File: src/rtl/adaptive_pkg.sv
// Shared definitions for the adaptive FIR multiply-accumulate block:
// FSM state encoding, default parameter values and accumulator widths.
package adaptive_pkg;

   typedef enum logic [1:0] {
      IDLE   = 2'd0,
      MAC    = 2'd1,
      DRAIN  = 2'd2,
      FINISH = 2'd3
   } state_e;

   localparam int DEF_TAPS = 32;
   localparam int DEF_XW   = 14;
   localparam int DEF_WW   = 16;
   localparam int DEF_FRAC = 10;

   // Width of the y accumulator: full product plus headroom for TAPS terms.
   function automatic int accWidth(input int xw, input int ww, input int taps);
      return xw + ww + $clog2(taps);
   endfunction

   // Width of the energy accumulator: full square plus headroom for TAPS terms.
   function automatic int energyWidth(input int xw, input int taps);
      return 2 * xw + $clog2(taps);
   endfunction

endpackage

File: src/rtl/fir_mac_stage.sv
// Two-stage datapath: registered w*x and x*x products, followed by
// sign-extending accumulators for the filter sum and the tap energy.
module fir_mac_stage
   import adaptive_pkg::*;
#(
   parameter int XW   = DEF_XW,
   parameter int WW   = DEF_WW,
   parameter int TAPS = DEF_TAPS
) (
   input  logic                                clk,
   input  logic                                rst,
   input  logic                                clear_i,
   input  logic                                issue_i,
   input  logic [XW-1:0]                       x_i,
   input  logic [WW-1:0]                       w_i,
   output logic [accWidth(XW, WW, TAPS)-1:0]   acc_o,
   output logic [energyWidth(XW, TAPS)-1:0]    energy_o
);

   localparam int PW    = XW + WW;
   localparam int SW    = 2 * XW;
   localparam int ACC_W = accWidth(XW, WW, TAPS);
   localparam int EN_W  = energyWidth(XW, TAPS);

   logic [PW-1:0]    xExt;
   logic [PW-1:0]    wExt;
   logic [PW-1:0]    prodFull;
   logic [SW-1:0]    xSqExt;
   logic [SW-1:0]    sqFull;
   logic [PW-1:0]    prod_q;
   logic [SW-1:0]    sq_q;
   logic             valid_q;
   logic [ACC_W-1:0] acc_q;
   logic [EN_W-1:0]  energy_q;

   // Operands are sign-extended to the result width, so the low bits of an
   // unsigned multiply are the exact two's-complement product.
   assign xExt     = {{WW{x_i[XW-1]}}, x_i};
   assign wExt     = {{XW{w_i[WW-1]}}, w_i};
   assign prodFull = xExt * wExt;
   assign xSqExt   = {{XW{x_i[XW-1]}}, x_i};
   assign sqFull   = xSqExt * xSqExt;

   // Stage 1: capture the product pair and mark whether it belongs to a tap.
   always_ff @(posedge clk) begin
      if (rst) begin
         prod_q  <= '0;
         sq_q    <= '0;
         valid_q <= 1'b0;
      end else begin
         prod_q  <= prodFull;
         sq_q    <= sqFull;
         valid_q <= issue_i;
      end
   end

   // Stage 2: accumulate valid products; the square is never negative, so
   // zero-extension is exact for the energy sum.
   always_ff @(posedge clk) begin
      if (rst || clear_i) begin
         acc_q    <= '0;
         energy_q <= '0;
      end else if (valid_q) begin
         acc_q    <= acc_q + {{(ACC_W-PW){prod_q[PW-1]}}, prod_q};
         energy_q <= energy_q + {{(EN_W-SW){1'b0}}, sq_q};
      end
   end

   assign acc_o    = acc_q;
   assign energy_o = energy_q;

endmodule

File: src/rtl/adaptive_fir_mac.sv
// Adaptive FIR filter core: snapshots one tap/coefficient vector per start,
// walks the taps through a 2-stage MAC, then rounds, saturates or wraps the
// result and publishes y, the error d_in - y and the floored tap energy.
module adaptive_fir_mac
   import adaptive_pkg::*;
#(
   parameter int TAPS = DEF_TAPS,
   parameter int XW   = DEF_XW,
   parameter int WW   = DEF_WW,
   parameter int FRAC = DEF_FRAC
) (
   input  logic                             clk,
   input  logic                             rst,
   input  logic                             start,
   input  logic [TAPS*XW-1:0]               x_flat,
   input  logic [TAPS*WW-1:0]               w_flat,
   input  logic [XW-1:0]                    d_in,
   input  logic                             sat_en,
   output logic                             busy,
   output logic                             done,
   output logic [XW-1:0]                    y,
   output logic [XW-1:0]                    e,
   output logic [energyWidth(XW, TAPS)-1:0] energy
);

   localparam int TIW   = $clog2(TAPS);
   localparam int ACC_W = accWidth(XW, WW, TAPS);
   localparam int EN_W  = energyWidth(XW, TAPS);

   localparam logic signed [ACC_W-1:0] ROUND_HALF = ACC_W'(64'd1 << (FRAC - 1));
   localparam logic signed [ACC_W-1:0] Y_MAX      = ACC_W'((64'd1 << (XW - 1)) - 64'd1);
   localparam logic signed [ACC_W-1:0] Y_MIN      = ~Y_MAX;
   localparam logic [XW-1:0]           SAT_POS    = {1'b0, {(XW-1){1'b1}}};
   localparam logic [XW-1:0]           SAT_NEG    = {1'b1, {(XW-1){1'b0}}};

   state_e                   state_q, state_d;
   logic [TIW-1:0]           tapIdx_q, tapIdx_d;
   logic                     drainCnt_q, drainCnt_d;
   logic [TAPS*XW-1:0]       xSnap_q;
   logic [TAPS*WW-1:0]       wSnap_q;
   logic [XW-1:0]            dSnap_q;
   logic                     satSnap_q;
   logic [XW-1:0]            y_q, e_q;
   logic [EN_W-1:0]          energy_q;
   logic                     done_q;

   logic                     capture, issue, finish;
   logic [XW-1:0]            xTap;
   logic [WW-1:0]            wTap;
   logic signed [ACC_W-1:0]  accSum;
   logic [EN_W-1:0]          energySum;
   logic signed [ACC_W-1:0]  accRound, accShift;
   logic [XW-1:0]            yNext, eNext;
   logic [XW:0]              eFull;
   logic [EN_W-1:0]          energyNext;

   // State register; reset aborts any computation and ignores a coincident start.
   always_ff @(posedge clk) begin
      if (rst) begin
         state_q    <= IDLE;
         tapIdx_q   <= '0;
         drainCnt_q <= 1'b0;
      end else begin
         state_q    <= state_d;
         tapIdx_q   <= tapIdx_d;
         drainCnt_q <= drainCnt_d;
      end
   end

   // Sequencing: accept start only in IDLE, issue taps high to low, let the
   // pipeline drain for two cycles, then publish results in FINISH.
   always_comb begin
      state_d    = state_q;
      tapIdx_d   = tapIdx_q;
      drainCnt_d = drainCnt_q;
      capture    = 1'b0;
      issue      = 1'b0;
      finish     = 1'b0;
      unique case (state_q)
         IDLE: begin
            if (start) begin
               capture  = 1'b1;
               tapIdx_d = TIW'(TAPS - 1);
               state_d  = MAC;
            end
         end
         MAC: begin
            issue = 1'b1;
            if (tapIdx_q == '0) begin
               drainCnt_d = 1'b0;
               state_d    = DRAIN;
            end else begin
               tapIdx_d = tapIdx_q - TIW'(1);
            end
         end
         DRAIN: begin
            if (drainCnt_q) begin
               state_d = FINISH;
            end else begin
               drainCnt_d = 1'b1;
            end
         end
         FINISH: begin
            finish  = 1'b1;
            state_d = IDLE;
         end
         default: state_d = IDLE;
      endcase
   end

   // Snapshot of the operands so later input changes cannot disturb the run.
   always_ff @(posedge clk) begin
      if (rst) begin
         xSnap_q   <= '0;
         wSnap_q   <= '0;
         dSnap_q   <= '0;
         satSnap_q <= 1'b0;
      end else if (capture) begin
         xSnap_q   <= x_flat;
         wSnap_q   <= w_flat;
         dSnap_q   <= d_in;
         satSnap_q <= sat_en;
      end
   end

   // Select the tap currently being issued from the snapshot.
   always_comb begin
      xTap = '0;
      wTap = '0;
      for (int k = 0; k < TAPS; k++) begin
         if (tapIdx_q == TIW'(k)) begin
            xTap = xSnap_q[k*XW +: XW];
            wTap = wSnap_q[k*WW +: WW];
         end
      end
   end

   fir_mac_stage #(
      .XW   (XW),
      .WW   (WW),
      .TAPS (TAPS)
   ) u_stage (
      .clk      (clk),
      .rst      (rst),
      .clear_i  (capture),
      .issue_i  (issue),
      .x_i      (xTap),
      .w_i      (wTap),
      .acc_o    (accSum),
      .energy_o (energySum)
   );

   // Round half up, then clamp or wrap y; form the error one bit wider so
   // the subtraction itself cannot overflow before clamping or wrapping.
   always_comb begin
      accRound = accSum + ROUND_HALF;
      accShift = accRound >>> FRAC;
      yNext    = accShift[XW-1:0];
      if (satSnap_q) begin
         if (accShift > Y_MAX) begin
            yNext = SAT_POS;
         end else if (accShift < Y_MIN) begin
            yNext = SAT_NEG;
         end
      end
      eFull = {dSnap_q[XW-1], dSnap_q} - {yNext[XW-1], yNext};
      eNext = eFull[XW-1:0];
      if (satSnap_q && (eFull[XW] != eFull[XW-1])) begin
         eNext = eFull[XW] ? SAT_NEG : SAT_POS;
      end
      energyNext = (energySum == '0) ? EN_W'(1) : energySum;
   end

   // Result registers update together with the done pulse and hold otherwise.
   always_ff @(posedge clk) begin
      if (rst) begin
         y_q      <= '0;
         e_q      <= '0;
         energy_q <= EN_W'(1);
         done_q   <= 1'b0;
      end else begin
         done_q <= finish;
         if (finish) begin
            y_q      <= yNext;
            e_q      <= eNext;
            energy_q <= energyNext;
         end
      end
   end

   assign busy   = (state_q != IDLE) || done_q;
   assign done   = done_q;
   assign y      = y_q;
   assign e      = e_q;
   assign energy = energy_q;

endmodule

File: config.mk
export PLATFORM = sky130hd
export DESIGN_NAME = adaptive_fir_mac
export DESIGN_NICKNAME = d
export VERILOG_FILES = /design/src/rtl/adaptive_pkg.sv /design/src/rtl/fir_mac_stage.sv /design/src/rtl/adaptive_fir_mac.sv
export SDC_FILE = /design/constraint.sdc
export NUM_CORES = 2
export LEC_CHECK = 0
export ABC_AREA = 1
export CORE_UTILIZATION = 40
export CTS_BUF_LIST = sky130_fd_sc_hd__clkbuf_8
export DETAILED_ROUTE_END_ITERATION = 10
export SYNTH_ARGS = -nofsm -noshare
export SYNTH_HDL_FRONTEND = slang
export SYNTH_SLANG_ARGS = --single-unit
File: constraint.sdc
create_clock -name clk -period 10.5 [get_ports clk]
set_clock_uncertainty 0.15 [all_clocks]
set_input_delay 2.625 -clock clk [delete_from_list [all_inputs] [get_ports clk]]
set_output_delay 2.625 -clock clk [all_outputs]
set_load 0.02 [all_outputs]
## After elaboration in Yosys (flattened, before gate mapping)

Index checks and enable logic that the tools add are counted.

- Bits in registers: 1,172
- Logic and storage cells: 159
- Input bits: 978
- Output and inout port bits: 63

- Order comparisons: 2
- Multiply operators: 2
- Mux-type cells: 83
- Add/sub/neg operators: 5
- Reduce and logical (&&, ||, !) cells: 12
- Equal/unequal tests: 39

Operator list:

| cell | count |
|---|---|
| 2-to-1 mux 14 bit | 37 |
| 2-to-1 mux 16 bit | 32 |
| == test 5 bit, second input constant | 16 |
| == test 5 x 4 -> 1 bit, second input constant | 8 |
| adder 35 x 11 -> 35 bit, second input constant | 1 |
| adder 35 bit | 1 |
| adder 33 x 28 -> 33 bit | 1 |
| zero test 33 bit | 1 |
| 2-to-1 mux 33 bit | 1 |
| multiplier 14 x 16 -> 30 bit | 1 |
| multiplier 14 x 14 -> 28 bit | 1 |
| > comparator 25 x 14 -> 1 bit, second input constant | 1 |
| < comparator 25 x 14 -> 1 bit, second input constant | 1 |
| == test 5 x 3 -> 1 bit, second input constant | 4 |
| subtractor 14 x 14 -> 15 bit | 1 |
| == test 5 x 2 -> 1 bit, second input constant | 2 |
| 2-to-1 mux 5 bit | 2 |
| one-hot mux 5 bit (2 select lines) | 1 |
| inequality test 2 bit, second input constant | 4 |
| one-hot mux 2 bit (4 select lines) | 1 |
| 2-to-1 mux 2 bit | 3 |
| AND reduction 3 bit | 2 |
| nonzero test 2 bit | 3 |
| == test 5 x 1 -> 1 bit, second input constant | 1 |
| other kinds (11) | 17 |

## Longest topological paths before layout

- Depth after elaboration: 34
- Gate-level depth with buffers: 83
- Depth with buffers taken out: 82

## Hierarchy

A second synthesis with hierarchy kept.

- Cell total of the unflattened synthesis: 10,374
- Area total of the unflattened synthesis: 71,163.3 µm²

Modules (own cells, without submodules):

| module | area an instance (µm²) | cells each | seq. area each (µm²) | times used |
|---|---|---|---|---|
| adaptive_fir_mac | 47,085.2 | 7,053 | 20,920.1 | 1 |
| fir_mac_stage | 24,078.1 | 3,321 | 2,522.4 | 1 |

## Worst setup path before layout

No wires, ideal clock.

- Path type: reg-to-reg
- Start: register tapIdx_q[1]
- End: register u_stage.prod_q[29]
- Period minus slack after synthesis: 9,069 ps
- Cell stages (with the launch flop): 75
- Library setup time: 120 ps
- Arrival: 8,799 ps
- Required time: 10,230 ps
- Path buffers: 3
- Setup slack: 1,431 ps
- Path through: dfxtp_1 > inv_1 > ha_1 > clkbuf_1 > nand3_1 > buf_2 > o21ai_0 > inv_1 > nand2_1 > nand3_1 > nand2_1 > nand3_1 > nand3_1 > nand3_1 > nand2_1 > nand3_1 > nand3_1 > nand3_1 > (+39 left out) > o21ai_0 > nand4_1 > nand2_1 > nand2_1 > nand2_1 > a21o_1 > nand2_1 > inv_1 > o21ai_0 > nand2_1 > nand2_1 > inv_1 > o21ai_0 > nand2_1 > nand3_1 > o21ba_2 > o21ai_0 > a21oi_1

- Word-level cells in the longest chain between the ends: 34
- Elaborated cells on any way between the ends: 97
- Classes of those cells: 1 x mul; 31 x eq/ne; 64 x mux; 1 x reduce/logical

Ends and longest elaborated chain:

| element | RTL line | source |
|---|---|---|
| start: declaration | adaptive_fir_mac.sv:37 | `logic [TIW-1:0] tapIdx_q, tapIdx_d;` |
| start signal: assignment | adaptive_fir_mac.sv:65 | `tapIdx_q <= tapIdx_d;` |
| zero test 5 bit | adaptive_fir_mac.sv:131 | `if (tapIdx_q == TIW'(k)) begin` |
| 2-to-1 mux 14 bit or 2-to-1 mux 16 bit (tied branches) (32 in series) | adaptive_fir_mac.sv:131 |  |
| multiplier 14 x 16 -> 30 bit (*) | fir_mac_stage.sv:40 | `assign prodFull = xExt * wExt;` |
| end signal: assignment | fir_mac_stage.sv:51 | `prod_q <= prodFull;` |
| end: declaration | fir_mac_stage.sv:30 | `logic [PW-1:0] prod_q;` |

Every way passes the cells marked *; elsewhere a longest branch is shown, timed or not.
A chain may end at the register's enable or synchronous reset.

## Final worst setup path

- Start: register tapIdx_q[3]
- End: register u_stage.prod_q[27]

The elaborated chain is that of the path after synthesis.

==> reports/qor.csv <==
metric,value,unit
Min-Delay Path Class,reg -> reg,
Finish-stage setup viols,0,
CTS tree,yes,
WL per Instance,23.3,um
"CTS clk-pin slew, worst paths",0.06,ns
Achievable Freq,0.0979,GHz
ANT nets after route,0,
largest area contributor in the netlist,dfxtp_1,
Synth Instances,9575,
port bufs,1040,
"Slowest-stage cell, CP",fa_1,
Max-cap violations,0,
area delta synth->final,32.1,%
Setup CP Type,reg -> reg,
RD Place Congestion,0.998,
total routing usage reported by global routing,0.346,
Finished Core Util,0.532,
yosys warns,0,
Hold WS,0.317,ns
Tcrit/Tclk final,0.973,
Worst EP required,11.19,ns
Initial Util,0.403,
dpl cell area,82900,um2
Fin. Hold Viols,0,
die extent in y,415,um
layout cell share with drive strength beyond 1,0.137,
"EDFF count, synth",0,
clock buffer depth,3,
Detailed Routing Iterations Pass 1,8,
DRC,0,
Final Slew Violations,0,
syn_nets,11174,
worst skew pair latency,0.97,ns
DR vias,69242,
asr flop ratio synth,0,
number of global-route vias before repair,67827,
GRT overflow,0,
arrival time worst endpoint,10.90,ns
Ports,1041,
# hold bufs at CTS,0,
area fraction of the dominant cell type after synthesis,0.343,
CTS HTree Levels,4,
core area,169000,um2
initial drt markers,6042,
nets@finish,12386,
syn avg cell area,7.13,um2
Yosys reg bits,1171,
Tmin final,10.22,ns
Rows,151,
Crit Path Max Fanout,8,
Worst slew margin,0.175,
initial antenna violation count,39,
post-DP HPWL,239000,um
CTS sink cnt,1171,
Die X,415,um
die area,172000,um2
Worst setup SP type,register,
Post-synth top cells,"nor2_1, nand2_1, o21ai_0, dfxtp_1, inv_1",
status,"complete, no violations",
most frequent cell after synthesis,nor2_1,
final instance area,90200,um2
first-pass GRT wire length,446000,um
CP peak stage delay,0.55,ns
CTS Buf Count,202,
Main synth FF type,dfxtp_1,
Vias/cell,5.25,
post-synth cell types,59,
top post-synthesis cells by area,"dfxtp_1, nor2_1, fa_1",
post-synthesis cell area,68300,um2
CP most frequent cell,nand2_1,
sequential fraction of the synthesis area,0.343,
RSZ-0062 raised after global routing,yes,
Post-Route WL,307000,um
CTS Root Buffer Type,clkbuf_8,
Worst setup EP type,register,
worst slew pin tran,1.24,ns
largest net degree at the start of global routing,246,
## registers in the layout, summed over array words and instances, names as in the netlist, 2 cells and up
register          count
dSnap_q              14
energy               33
y                    14
e                    14
u_stage.energy_o     33
state_q               2
tapIdx_q              5
u_stage.acc_o        35
wSnap_q             512
u_stage.prod_q       30
u_stage.sq_q         27
xSnap_q             448
## kinds of logic after synthesis
family | count (synthesis) | share of synthesized area
simple gates | 4424 | 0.264
buf+inv | 1489 | 0.0862
xor+xnor | 104 | 0.0133
compound gates | 1766 | 0.136
fa+ha+maj | 621 | 0.157
flops | 1171 | 0.343
## layer usage
layer	vias up	global-route usage	share of wire
li1	32705	-	-
met1	33262	0.446	0.42
met2	2638	0.546	0.45
met3	605	0.0572	0.066
met4	32	0.204	0.064
met5	-	0	0.00069
## metrics by stage
step,TNS (ns),setup slack [ns],std cells
after floorplan,0,1.43,9575
after global placement,-5.96,-0.609,12716
after detailed placement,-7.20,-0.732,12716
after CTS,0,0.0123,13086
after global routing,-0.662,-0.136,13174
final,0,0.284,13181
## repair_timing
action	4_1_cts	5_1_grt
setup endpoints to repair	18	20
gates resized for setup	83	464
gates cloned	0	1
setup buffers	11	76
hold endpoints to repair	0	0
pin swaps	18	211
## final cells by class
class / count / area (um2)
tap: 2218 / 2780
antenna: 21 / 52.6
timing repair buffer: 1584 / 15300
inverter: 913 / 3480
clock buffer: 255 / 3510
multi-input combinational: 6915 / 40900
fill: 16673 / 79300
sequential: 1171 / 23500
clock inverter: 104 / 773
## cell usage in the layout (no fill, tap or decap), types with 40 or more instances in the layout
| master | instances |
|---|---|
| nand3_2 | 138 |
| o21ai_0 | 1186 |
| nand3_1 | 308 |
| clkbuf_8 | 255 |
| buf_12 | 46 |
| nand4_1 | 40 |
| xor2_1 | 69 |
| nand2_1 | 1206 |
| buf_4 | 456 |
| dfxtp_1 | 1166 |
| clkdlybuf4s50_1 | 1039 |
| a21oi_1 | 350 |
| nand2_2 | 109 |
| ha_1 | 208 |
| or2_2 | 166 |
| o21ai_1 | 41 |
| nor2_1 | 2320 |
| inv_1 | 924 |
| fa_1 | 380 |
## critical path, delay by kind of cell (launching register included)
family          cells  cell delay (ns)
compound gates      9             1.31
simple gates       37             3.66
buf+inv            13             1.36
fa+ha+maj           7             3.32
flops               1             0.33
## worst paths after layout
kind,startpoint,end,slack (ns),cells after the start
min,drainCnt_q,drainCnt_q,0.32,2
max,tapIdx_q[3],u_stage.prod_q[27],0.28,66
max reg2reg,tapIdx_q[3],u_stage.prod_q[27],0.28,66
min reg2reg,drainCnt_q,drainCnt_q,0.32,2
Power is not shown: default switching activity piles up to over one toggle a cycle in this logic, so the estimate is an artifact.
